<file path="config.mk">
export PLATFORM = sky130hd
export DESIGN_NAME = multi_debouncer
export DESIGN_NICKNAME = d
export VERILOG_FILES = /design/src/rtl/multi_debouncer.sv
export SDC_FILE = /design/constraint.sdc
export NUM_CORES = 1
export LEC_CHECK = 0
export CORE_MARGIN = 10
export CORE_UTILIZATION = 45
export DETAILED_ROUTE_END_ITERATION = 8
export PLACE_DENSITY = 0.61
export SLEW_MARGIN = 20
export SYNTH_ARGS = -nofsm -noshare
export SYNTH_HDL_FRONTEND = slang
export SYNTH_SLANG_ARGS = --single-unit
</file>
<file path="constraint.sdc">
create_clock -name clk -period 2.35 [get_ports clk]
set_input_delay 0.705 -clock clk [delete_from_list [all_inputs] [get_ports clk]]
set_output_delay 0.705 -clock clk [all_outputs]
set_load 0.01 [all_outputs]
</file>
<file path="src/rtl/multi_debouncer.sv">
// N-channel push-button conditioner: sync, debounce, press/release strobes, long-press detection.
// Optional auto-repeat strobes are built when DEBOUNCE_REPEAT_EN is defined; otherwise o_rpt is tied to 0.
module multi_debouncer #(
  parameter int CHANNELS        = 4,
  parameter int DEBOUNCE_CYCLES = 262144,
  parameter int HOLD_CYCLES     = 100000000,
  parameter int REPEAT_CYCLES   = 20000000
) (
  input  logic                clk,
  input  logic                rst_n,
  input  logic [CHANNELS-1:0] i_btn,
  output logic [CHANNELS-1:0] o_state,
  output logic [CHANNELS-1:0] o_ondn,
  output logic [CHANNELS-1:0] o_onup,
  output logic [CHANNELS-1:0] o_long,
  output logic [CHANNELS-1:0] o_rpt
);

  typedef enum logic [1:0] {
    IDLE    = 2'd0,
    PRESSED = 2'd1,
    HELD    = 2'd2
  } ch_state_e;

  localparam int DW = $clog2(DEBOUNCE_CYCLES + 1);
  localparam int HW = $clog2(HOLD_CYCLES + 1);

  localparam logic [DW-1:0] DEB_LAST  = DW'(DEBOUNCE_CYCLES - 1);
  localparam logic [HW-1:0] HOLD_LAST = HW'(HOLD_CYCLES - 1);
  localparam logic [HW-1:0] HOLD_MAX  = HW'(HOLD_CYCLES);

  if (CHANNELS < 1 || DEBOUNCE_CYCLES < 1 || HOLD_CYCLES < 1 || REPEAT_CYCLES < 1) begin : g_bad_param
    $error("multi_debouncer: all parameters must be >= 1");
  end

  for (genvar k = 0; k < CHANNELS; k++) begin : g_ch
    logic          sync0;
    logic          sync1;
    logic [DW-1:0] deb_cnt;
    logic [HW-1:0] hold_cnt;
    ch_state_e     state;
    ch_state_e     state_next;
    logic          level;
    logic          toggle;
    logic          long_hit;
    logic          rpt_hit;
    logic          ondn_d, onup_d, long_d, rpt_d;
    logic          ondn_q, onup_q, long_q, rpt_q;

    assign level    = (state != IDLE);
    assign toggle   = (sync1 != level) && (deb_cnt == DEB_LAST);
    assign long_hit = (hold_cnt == HOLD_LAST);

    // NOTE: sequential state uses non-blocking assignments so every flop samples pre-edge values.
    always_ff @(posedge clk or negedge rst_n) begin
      if (!rst_n) begin
        sync0 <= 1'b0;
        sync1 <= 1'b0;
      end else begin
        sync0 <= i_btn[k];
        sync1 <= sync0;
      end
    end

    // Any cycle where the synchronised input agrees with the accepted level restarts the count.
    always_ff @(posedge clk or negedge rst_n) begin
      if (!rst_n) begin
        deb_cnt <= '0;
      end else if (sync1 == level || toggle) begin
        deb_cnt <= '0;
      end else begin
        deb_cnt <= deb_cnt + 1'b1;
      end
    end

    // Holds at zero through the press-strobe cycle, then counts up and saturates.
    always_ff @(posedge clk or negedge rst_n) begin
      if (!rst_n) begin
        hold_cnt <= '0;
      end else if (state == IDLE) begin
        hold_cnt <= '0;
      end else if (hold_cnt != HOLD_MAX) begin
        hold_cnt <= hold_cnt + 1'b1;
      end
    end

`ifdef DEBOUNCE_REPEAT_EN
    localparam int RW = $clog2(REPEAT_CYCLES + 1);
    localparam logic [RW-1:0] RPT_LAST = RW'(REPEAT_CYCLES - 1);
    logic [RW-1:0] rpt_cnt;

    assign rpt_hit = (rpt_cnt == RPT_LAST);

    always_ff @(posedge clk or negedge rst_n) begin
      if (!rst_n) begin
        rpt_cnt <= '0;
      end else if (state != HELD || rpt_hit) begin
        rpt_cnt <= '0;
      end else begin
        rpt_cnt <= rpt_cnt + 1'b1;
      end
    end
`else
    assign rpt_hit = 1'b0;
`endif

    always_ff @(posedge clk or negedge rst_n) begin
      if (!rst_n) begin
        state <= IDLE;
      end else begin
        state <= state_next;
      end
    end

    // NOTE: every always_comb output gets a default first so no path can infer a latch.
    always_comb begin
      state_next = state;
      case (state)
        IDLE:    if (toggle) state_next = PRESSED;
        PRESSED: begin
          if (toggle)        state_next = IDLE;
          else if (long_hit) state_next = HELD;
        end
        HELD:    if (toggle) state_next = IDLE;
        default: state_next = IDLE;
      endcase
    end

    // A release toggle on the same edge suppresses the long-press and repeat strobes.
    always_comb begin
      ondn_d = 1'b0;
      onup_d = 1'b0;
      long_d = 1'b0;
      rpt_d  = 1'b0;
      case (state)
        IDLE:    ondn_d = toggle;
        PRESSED: begin
          onup_d = toggle;
          long_d = long_hit && !toggle;
        end
        HELD:    begin
          onup_d = toggle;
          rpt_d  = rpt_hit && !toggle;
        end
        default: ;
      endcase
    end

    always_ff @(posedge clk or negedge rst_n) begin
      if (!rst_n) begin
        ondn_q <= 1'b0;
        onup_q <= 1'b0;
        long_q <= 1'b0;
        rpt_q  <= 1'b0;
      end else begin
        ondn_q <= ondn_d;
        onup_q <= onup_d;
        long_q <= long_d;
        rpt_q  <= rpt_d;
      end
    end

    assign o_state[k] = level;
    assign o_ondn[k]  = ondn_q;
    assign o_onup[k]  = onup_q;
    assign o_long[k]  = long_q;
    assign o_rpt[k]   = rpt_q;
  end

endmodule

</file>
== Yosys cells after proc, flatten, opt, wreduce, memory -nomap -nowiden ==
Index checks and enable logic that the tools add are counted.
W data, S select, Z words.

* Logic and storage cells: 160
* Latch bits: 0
* Memory bits (read-only): 0
* Register bits after elaboration: 212
* Memory bits (writable): 0
* Memories: 0

* Shift-type cells: 0
* Magnitude comparators: 0
* Reductions and logical operators: 36
* $mul: 0
* Div/mod/pow operators: 0
* Eq/ne operators: 40
* Multiplexer cells: 44
* Add/subtract/negate cells: 8
* Bitwise logic cells: 0

{| class="wikitable"
|+ Operators with widths
! kind !! count
|-
| $mux W27 || 8
|-
| $add A27 B1 Y27 const B || 4
|-
| $eq A27 B27 Y1 const B || 4
|-
| $ne A27 B27 Y1 const B || 4
|-
| $add A19 B1 Y19 const B || 4
|-
| $eq A19 B18 Y1 const B || 4
|-
| $mux W19 || 4
|-
| $mux W2 || 16
|-
| $pmux W2 S3 || 4
|-
| $ne A2 B2 Y1 const B || 8
|-
| $reduce_bool A2 Y1 || 8
|-
| $mux W1 || 12
|-
| $ne A3 B3 Y1 const B || 4
|-
| $reduce_and A3 Y1 || 4
|-
| $eq A2 B1 Y1 const B || 4
|-
| $eq A2 B2 Y1 const B || 4
|-
| $logic_and A1 B1 Y1 || 8
|-
| $logic_not A2 Y1 || 4
|-
| $reduce_or A2 Y1 || 4
|-
| $eq A1 B1 Y1 || 4
|-
| $logic_not A1 Y1 || 4
|-
| $logic_or A1 B1 Y1 || 4
|-
| $ne A1 B1 Y1 || 4
|}

== Depth between registers and ports, before layout ==
Gate-level depths: netlist of run 1.

* Depth after elaboration: 6
* Depth in mapped cells: 9
* Gate-level depth less buffers: 7

== Worst setup path after synthesis of run 1 ==
No wires, ideal clock.

* Path kind: reg-to-output
* Start point: register g_ch[2].state[0]
* End point: output port o_state[2]
* Required time: 1.645 ns
* Stages on the path, launching flop included: 8
* Setup slack: 0.096 ns
* Data arrival time: 1.549 ns
* Path through: dfrtp_1 > inv_1 > ha_1 > clkbuf_1 > clkbuf_1 > clkbuf_1 > inv_1 > buf_4

* Word-level cells in the longest chain between the ends: 1

{| class="wikitable"
|+ RTL lines
! item !! line !! source
|-
| start, declared || 41 || <nowiki>ch_state_e state;</nowiki>
|-
| start signal, assigned || 111 || <nowiki>state <= state_next;</nowiki>
|-
| $reduce_bool A2 Y1 || 50 || <nowiki>assign level = (state != IDLE);</nowiki>
|-
| end, declared || 12 || <nowiki>output logic [CHANNELS-1:0] o_state,</nowiki>
|}

Every way passes these cells.

== Worst setup path after layout of run 1 ==
* Start point: register g_ch[2].state[1]
* End point: output port o_state[2]

Same word-level chain as after synthesis.

==> flow_summary.yaml, run 1 <==
run_status:
  outcome: "completed"
die:
  boundaryPins: 26
  core_um2: 22850
  die_h_um: 172.9
  dieArea_um2: 29900
  die_x_um: 172.9
  row_count: 55
  initial_core_util: 0.4606
clock_tree:
  cts_tree: "done"
  clk_pin_slew_ns: 0.06
  clkLatencyLatePin_ns: 0.51
  numClockSinks: 212
  cts_buffers: 24
  cts.path.max_buffers: 3
  post-cts-setup-buffers: 0
  htreeDepth: 1
  cts_root_buf: "clkbuf_16"
setup_path:
  critPathArrivalTime_ns: 1.54
  critical_path_class: "reg -> out"
  crit_path_start_kind: "register"
  required_ns: 1.64
  cp_max_fo: 3
  cpMostUsedCell: "inv_1"
  slowest_delay_ns: 0.38
  end_kind: "primary output"
  slowest_stage: "dfrtp_1"
  cp_cell_sequence: "inv_1, ha_1, inv_1, dlygate4sd2_1"
flow_run:
  drv_cap: 0
yosys:
  ys_seq_elements: 212
  ys_types: 54
  synthFlopType: "dfrtp_1"
  yosysSeqAreaShare: 0.5042
  synthCells: 1079
  synth_warnings: 0
  synth.avg_cell_area_um2: 9.752
  syn-cell-area_um2: 10520
  synth_edf_count: 0
  synthArstFlopShare: 1.000
timing:
  tns_ns: 0
  worst_slew_pin_slew_ns: 0.5014
  setup_violations: 0
  hold_viol: 0
  clock.fmax_ghz: 0.4460
  slew_headroom: 0.6626
  layout_min_cycle_time_ns: 2.242
  final_max_slew_viol_count: 0
  grt_setup_unrepaired: "no"
  period_share: 0.9542
  fin_worst_skew_ns: 0.009580
grt:
  grt-ovfl-total: 0
  grt_pass1_wl_um: 34090
  grt_pass1_vias: 7253
  grt_max_degree: 57
  antenna_found_initial: 0
  grt.total_usage: 0.1286
final_layout:
  multi_input_area_um2: 4787
  synthToLayoutAreaGrowth_pct: 12.88
  stdcell_count: 1434
  register_area_um2: 5305
  fin_nets: 1133
  drive_gt1_frac: 0.08029
  antennaDiodeCount: 0
  fillerInstances: 2076
place:
  gp_congestion: 0.7756
  dp.cells: 1390
  io_buffer_count: 21
  dp_hpwl_um: 12540
min_path:
  hp-class: "in -> async"
drt:
  route.detailed.drc: 0
  vias: 7280
  viasPerCell: 5.077
  wl_um: 19010
  drt_iter0_drc: 451
  antenna_left: 0
  dr.pass1.iters: 4
  wire_per_inst_um: 13.26
power_and_ir_drop:
  irDropWorstVdd_mv: 0.4126
  power.density_nw_per_um2: 635.6
  p_leak_nw: 4.869
[cells by family (layout without fill, tap and decap cells)]
kind of cell | Yosys count | count (layout) | share of synthesized area
flops | 212 | 212 | 0.5042
other cells | 1 | 4 | 0.0003564
compound gates | 47 | 47 | 0.02699
xor+xnor | 151 | 151 | 0.1257
buf+inv | 94 | 133 | 0.04197
simple gates | 541 | 541 | 0.2631
mux | 9 | 9 | 0.009156
fa+ha+maj | 24 | 24 | 0.02854
[metal layers]
| metal | vias up | GRT usage | part of all wire |
|---|---|---|---|
| met2 | 69 | 0.2052 | 0.45 |
| met4 | 0 | 0.03701 | 0.022 |
| li1 | 3696 | - | - |
| met3 | 39 | 0.02331 | 0.031 |
| met1 | 3476 | 0.1752 | 0.50 |
| met5 | - | 0 | 0 |
[cells in the mapped netlist (23+ instances only)]
cell type / n / area (um2)
and3_1: 31 / 193.9
buf_4: 23 / 172.7
clkbuf_1: 25 / 93.84
dfrtp_1: 212 / 5305
ha_1: 24 / 300.3
inv_1: 43 / 161.4
nand2_1: 60 / 225.2
nand3_1: 63 / 315.3
nand4_1: 51 / 319.1
nor2_1: 197 / 739.5
nor3_1: 29 / 145.1
xnor2_1: 79 / 691.9
xor2_1: 72 / 630.6
[per-stage QoR]
step / hold WS, ns / worst slack [ns] / utilization / area, um2 / power, mW
6_report: 0.1199 / 0.1076 / 0.5199 / 11880 / 7.549
3_3_place_gp: 0.3462 / 0.1929 / 0.4852 / 11090 / 3.922
3_5_place_dp: 0.3402 / 0.1667 / 0.4852 / 11090 / 3.924
2_1_floorplan: 0.3312 / 0.09616 / - / 10530 / 3.813
4_1_cts: 0.1224 / 0.02074 / 0.5202 / 11890 / 7.680
5_1_grt: 0.1433 / 0.005906 / 0.5199 / 11880 / 7.843
[where the power goes]
group	switching, mW	internal, mW
combinational	0.110	0.0450
sequential	0.0197	3.67
clock	1.48	2.22
total	1.61	5.94
[placed cells by master (no fill, tap or decap), types with 3 or more instances in the layout]
master             n
buf_12             3
nor3_1            29
clkdlybuf4s50_1   16
and3_1            31
buf_4             22
a31o_2             3
mux2_2             5
xor2_1            72
clkinv_2           5
nand2b_1           6
o21ai_0           13
and4_1            18
nor4_1            20
inv_1             43
and2_1             9
or4b_1             3
mux2i_1            4
nand3_1           63
clkbuf_8           9
dfrtp_1          212
nand2_1           60
nor3b_1            3
nor2b_1            8
clkbuf_16         25
clkinvlp_4         3
nand3b_1           3
nor2_1           197
conb_1             4
xnor2_1           79
ha_1              24
or4_1              3
nand4_1           51
nor4b_1            8
or3_1             14
a21oi_1           20
[registers in the layout, summed over array words and instances (netlist names)]
signal,cells
g_ch.ondn_q,4
g_ch.hold_cnt,108
g_ch.sync1,4
g_ch.deb_cnt,76
g_ch.state,8
g_ch.onup_q,4
g_ch.long_q,4
g_ch.sync0,4
[final cells by class]
type	instances	share of cell area
Clock buffer	36	0.06373
Clock inverter	8	0.004003
Inverter	43	0.01359
Multi-Input combinational cell	776	0.4030
Sequential cell	212	0.4466
Tap cell	313	0.03297
Timing Repair Buffer	46	0.03603
[critical path: cells and delay by family (launching register included)]
kind       cells  cell delay [ns]
buf+inv        3             0.44
flops          1             0.38
fa+ha+maj      1             0.22
[timing repair]
item | 4_1_cts | 5_1_grt
endpoints found under the setup margin | 4 | 2
hold buffers | 0 | 0
gates resized for setup | 4 | 4
[worst paths after layout]
check / from / endpoint / slack (ns) / cells past startpoint
min in group clk: g_ch[3].sync0 / g_ch[3].sync1 / 0.35 / 0
worst max-delay path: g_ch[2].state[1] / o_state[2] / 0.11 / 4
worst min register to register: g_ch[3].sync0 / g_ch[3].sync1 / 0.35 / 0
worst max register to register: g_ch[0].hold_cnt[0] / g_ch[0].hold_cnt[1] / 0.15 / 7
worst min-delay path: rst_n / g_ch[2].deb_cnt[6] / 0.12 / 1
max in group asynchronous: rst_n / g_ch[1].deb_cnt[11] / 1.59 / 2
No activity file was read; power rests on OpenSTA's default activity.
==> inputs of run 2 (changes only) <==
CORE_MARGIN = default   (was 10)
GPL_TIMING_DRIVEN = 1   (was default)
==> run 2 against run 1 <==
Against the previous run: count of clock-buffer cells in the layout decreased by 1; global-route usage increased by 3.8 points; combinational power about the same; cell area decreased by 0.15%; critical path depth unchanged; wire length increased by 0.97%; clock skew increased by 0.0050 ns; sequential cell count unchanged; hold slack improved by 0.016 ns; critical endpoint is now o_state[0]; largest power group is now sequential cells.
==> flow_summary.yaml, run 2 (synthesized netlist as in run 1, its figures left out) <==
final_layout:
  fin_nets: 1131
  largest_reg_flops: 108
  regMostFlops: "g_ch.hold_cnt"
  final_common_cell: "dfrtp_1"
  final_cell_mix: "212 x dfrtp_1, 197 x nor2_1, 79 x xnor2_1"
  utilization: 0.5207
  drive_gt1_frac: 0.07424
  synthToLayoutAreaGrowth_pct: 12.71
  top_regs: "g_ch.hold_cnt (108), g_ch.deb_cnt (76), g_ch.state (8)"
  antennaDiodeCount: 0
drt:
  antenna_left: 0
  vias: 7322
  viasPerCell: 5.117
  route.detailed.drc: 0
  drt_iter0_drc: 416
  dr.pass1.iters: 4
  wl_um: 19200
  wire_per_inst_um: 13.42
timing:
  fin_worst_skew_ns: 0.01462
  fin_ws_ns: 0.08267
  layout_min_cycle_time_ns: 2.267
  slew_headroom: 0.6232
  period_share: 0.9648
  final_max_slew_viol_count: 0
  hold_viol: 0
  clock.fmax_ghz: 0.4410
  setup_violations: 0
  hold_ws_ns: 0.1356
  worst_slew_pin_slew_ns: 0.5639
grt:
  grt_max_degree: 62
  grt_pass1_wl_um: 33590
  grt.total_usage: 0.1663
  antenna_found_initial: 0
  grt-ovfl-total: 0
  grt_pass1_vias: 7044
place:
  pre_cts_slack_ns: 0.1339
  io_buffer_count: 21
  gp_congestion: 0.7702
  dp_hpwl_um: 12540
clock_tree:
  cts_buffers: 24
  clk_pin_slew_ns: 0.06
  cts_tree: "done"
  cts.path.max_buffers: 3
  cts_root_buf: "clkbuf_16"
  clkLatencyLatePin_ns: 0.51
  numClockSinks: 212
  htreeDepth: 1
  cts_hold_buf: 0
setup_path:
  cp_top_family: "buffers and inverters"
  required_ns: 1.64
  cp_num_cells: 4
  cp-startpoint: "g_ch[0].state[0]"
  critical_path_class: "reg -> out"
  slowest_stage: "dfrtp_1"
  ff2ff_setup_slack_ns: 0.14
  cpMostUsedCell: "inv_1"
  critPathArrivalTime_ns: 1.56
  cp_num_buf_inv: 3
  cp_max_fo: 3
  slowest_delay_ns: 0.40
  end_kind: "primary output"
  reg2reg_depth: 7
  cp_cell_sequence: "inv_1, ha_4, inv_1, dlygate4sd2_1"
  worstReg2RegStart: "g_ch[0].hold_cnt[0]"
  worstReg2RegEnd: "g_ch[0].hold_cnt[1]"
  endpoint: "o_state[0]"
  crit_path_start_kind: "register"
die:
  initial_core_util: 0.4620
  die_x_um: 154.9
  row_count: 55
  dieArea_um2: 24000
  boundaryPins: 26
  core_um2: 22780
  die_h_um: 154.9
power_and_ir_drop:
  irDropWorstVdd_mv: 0.3746
  power.total_mw: 7.449
  power.density_nw_per_um2: 628.1
  p_leak_nw: 4.850
min_path:
  hp-class: "in -> async"
flow_run:
  drv_cap: 0
run_status:
  outcome: "completed"
-- run 2: changes by cell type in the layout (fill, tap and decap cells not counted) --
cell and delta:
dlygate4sd2_1 +1, ha_4 +2, clkbuf_2 -1, buf_12 +1, clkinvlp_4 -2, bufinv_16 +1, ha_1 -2, clkbuf_1 +5
buf_4 -3, clkbuf_8 -6, clkinv_2 +1
-- run 2: worst min path at each step --
stage / slack (ns) / endpoint
finish: 0.14 / g_ch[2].deb_cnt[4]
global route: 0.17 / g_ch[0].hold_cnt[1]
CTS: 0.15 / g_ch[2].deb_cnt[3]
detailed placement: 0.34 / g_ch[3].sync1
global placement: 0.34 / g_ch[1].sync1
floorplan: 0.33 / g_ch[0].sync1
-- run 2: stage by stage --
stage	setup TNS, ns	instance area, um2	std cells
CTS	0	11850	1431
detailed placement	0	11080	1387
global placement	0	11080	1387
finish	0	11860	1431
global route	-0.001628	11860	1431
floorplan	0	10530	1082
-- run 2: timing repair --
item / CTS / global route
endpoints found under the setup margin: 4 / 2
gates resized for setup: 6 / 4
buffers inserted: 1 / 0
hold endpoints to repair: 0 / 0
-- run 2: power breakdown --
group	leakage (nW)	total [mW]	switching (mW)	internal [mW]
clock network	0.376	3.60	1.45	2.15
logic	1.54	0.155	0.111	0.0440
registers	2.93	3.69	0.0194	3.68
total	4.85	7.45	1.58	5.87
-- run 2: final cells by class --
| cell class | count | area (um2) |
|---|---|---|
| timing repair buffer | 44 | 429.2 |
| tap | 313 | 391.6 |
| fill | 2041 | 10920 |
| multi-input combinational | 776 | 4812 |
| inverter | 43 | 161.4 |
| sequential | 212 | 5305 |
| clock buffer | 35 | 693.2 |
| clock inverter | 8 | 67.56 |
-- run 2: worst register-to-register path, delay by kind of cell, from the launching register on --
family	cells	cell delay [ns]
buf+inv	1	0.10
fa+ha+maj	1	0.14
flops	1	0.40
simple gates	4	1.23
mux	1	0.23
-- run 2: per-layer routing --
metal  vias up  track usage  wire [um]
li1       3694            -          -
met1      3526       0.2359       9492
met2        74       0.2662       8741
met3        28      0.02869        647
met4         0      0.03772        316
met5         -            0          0
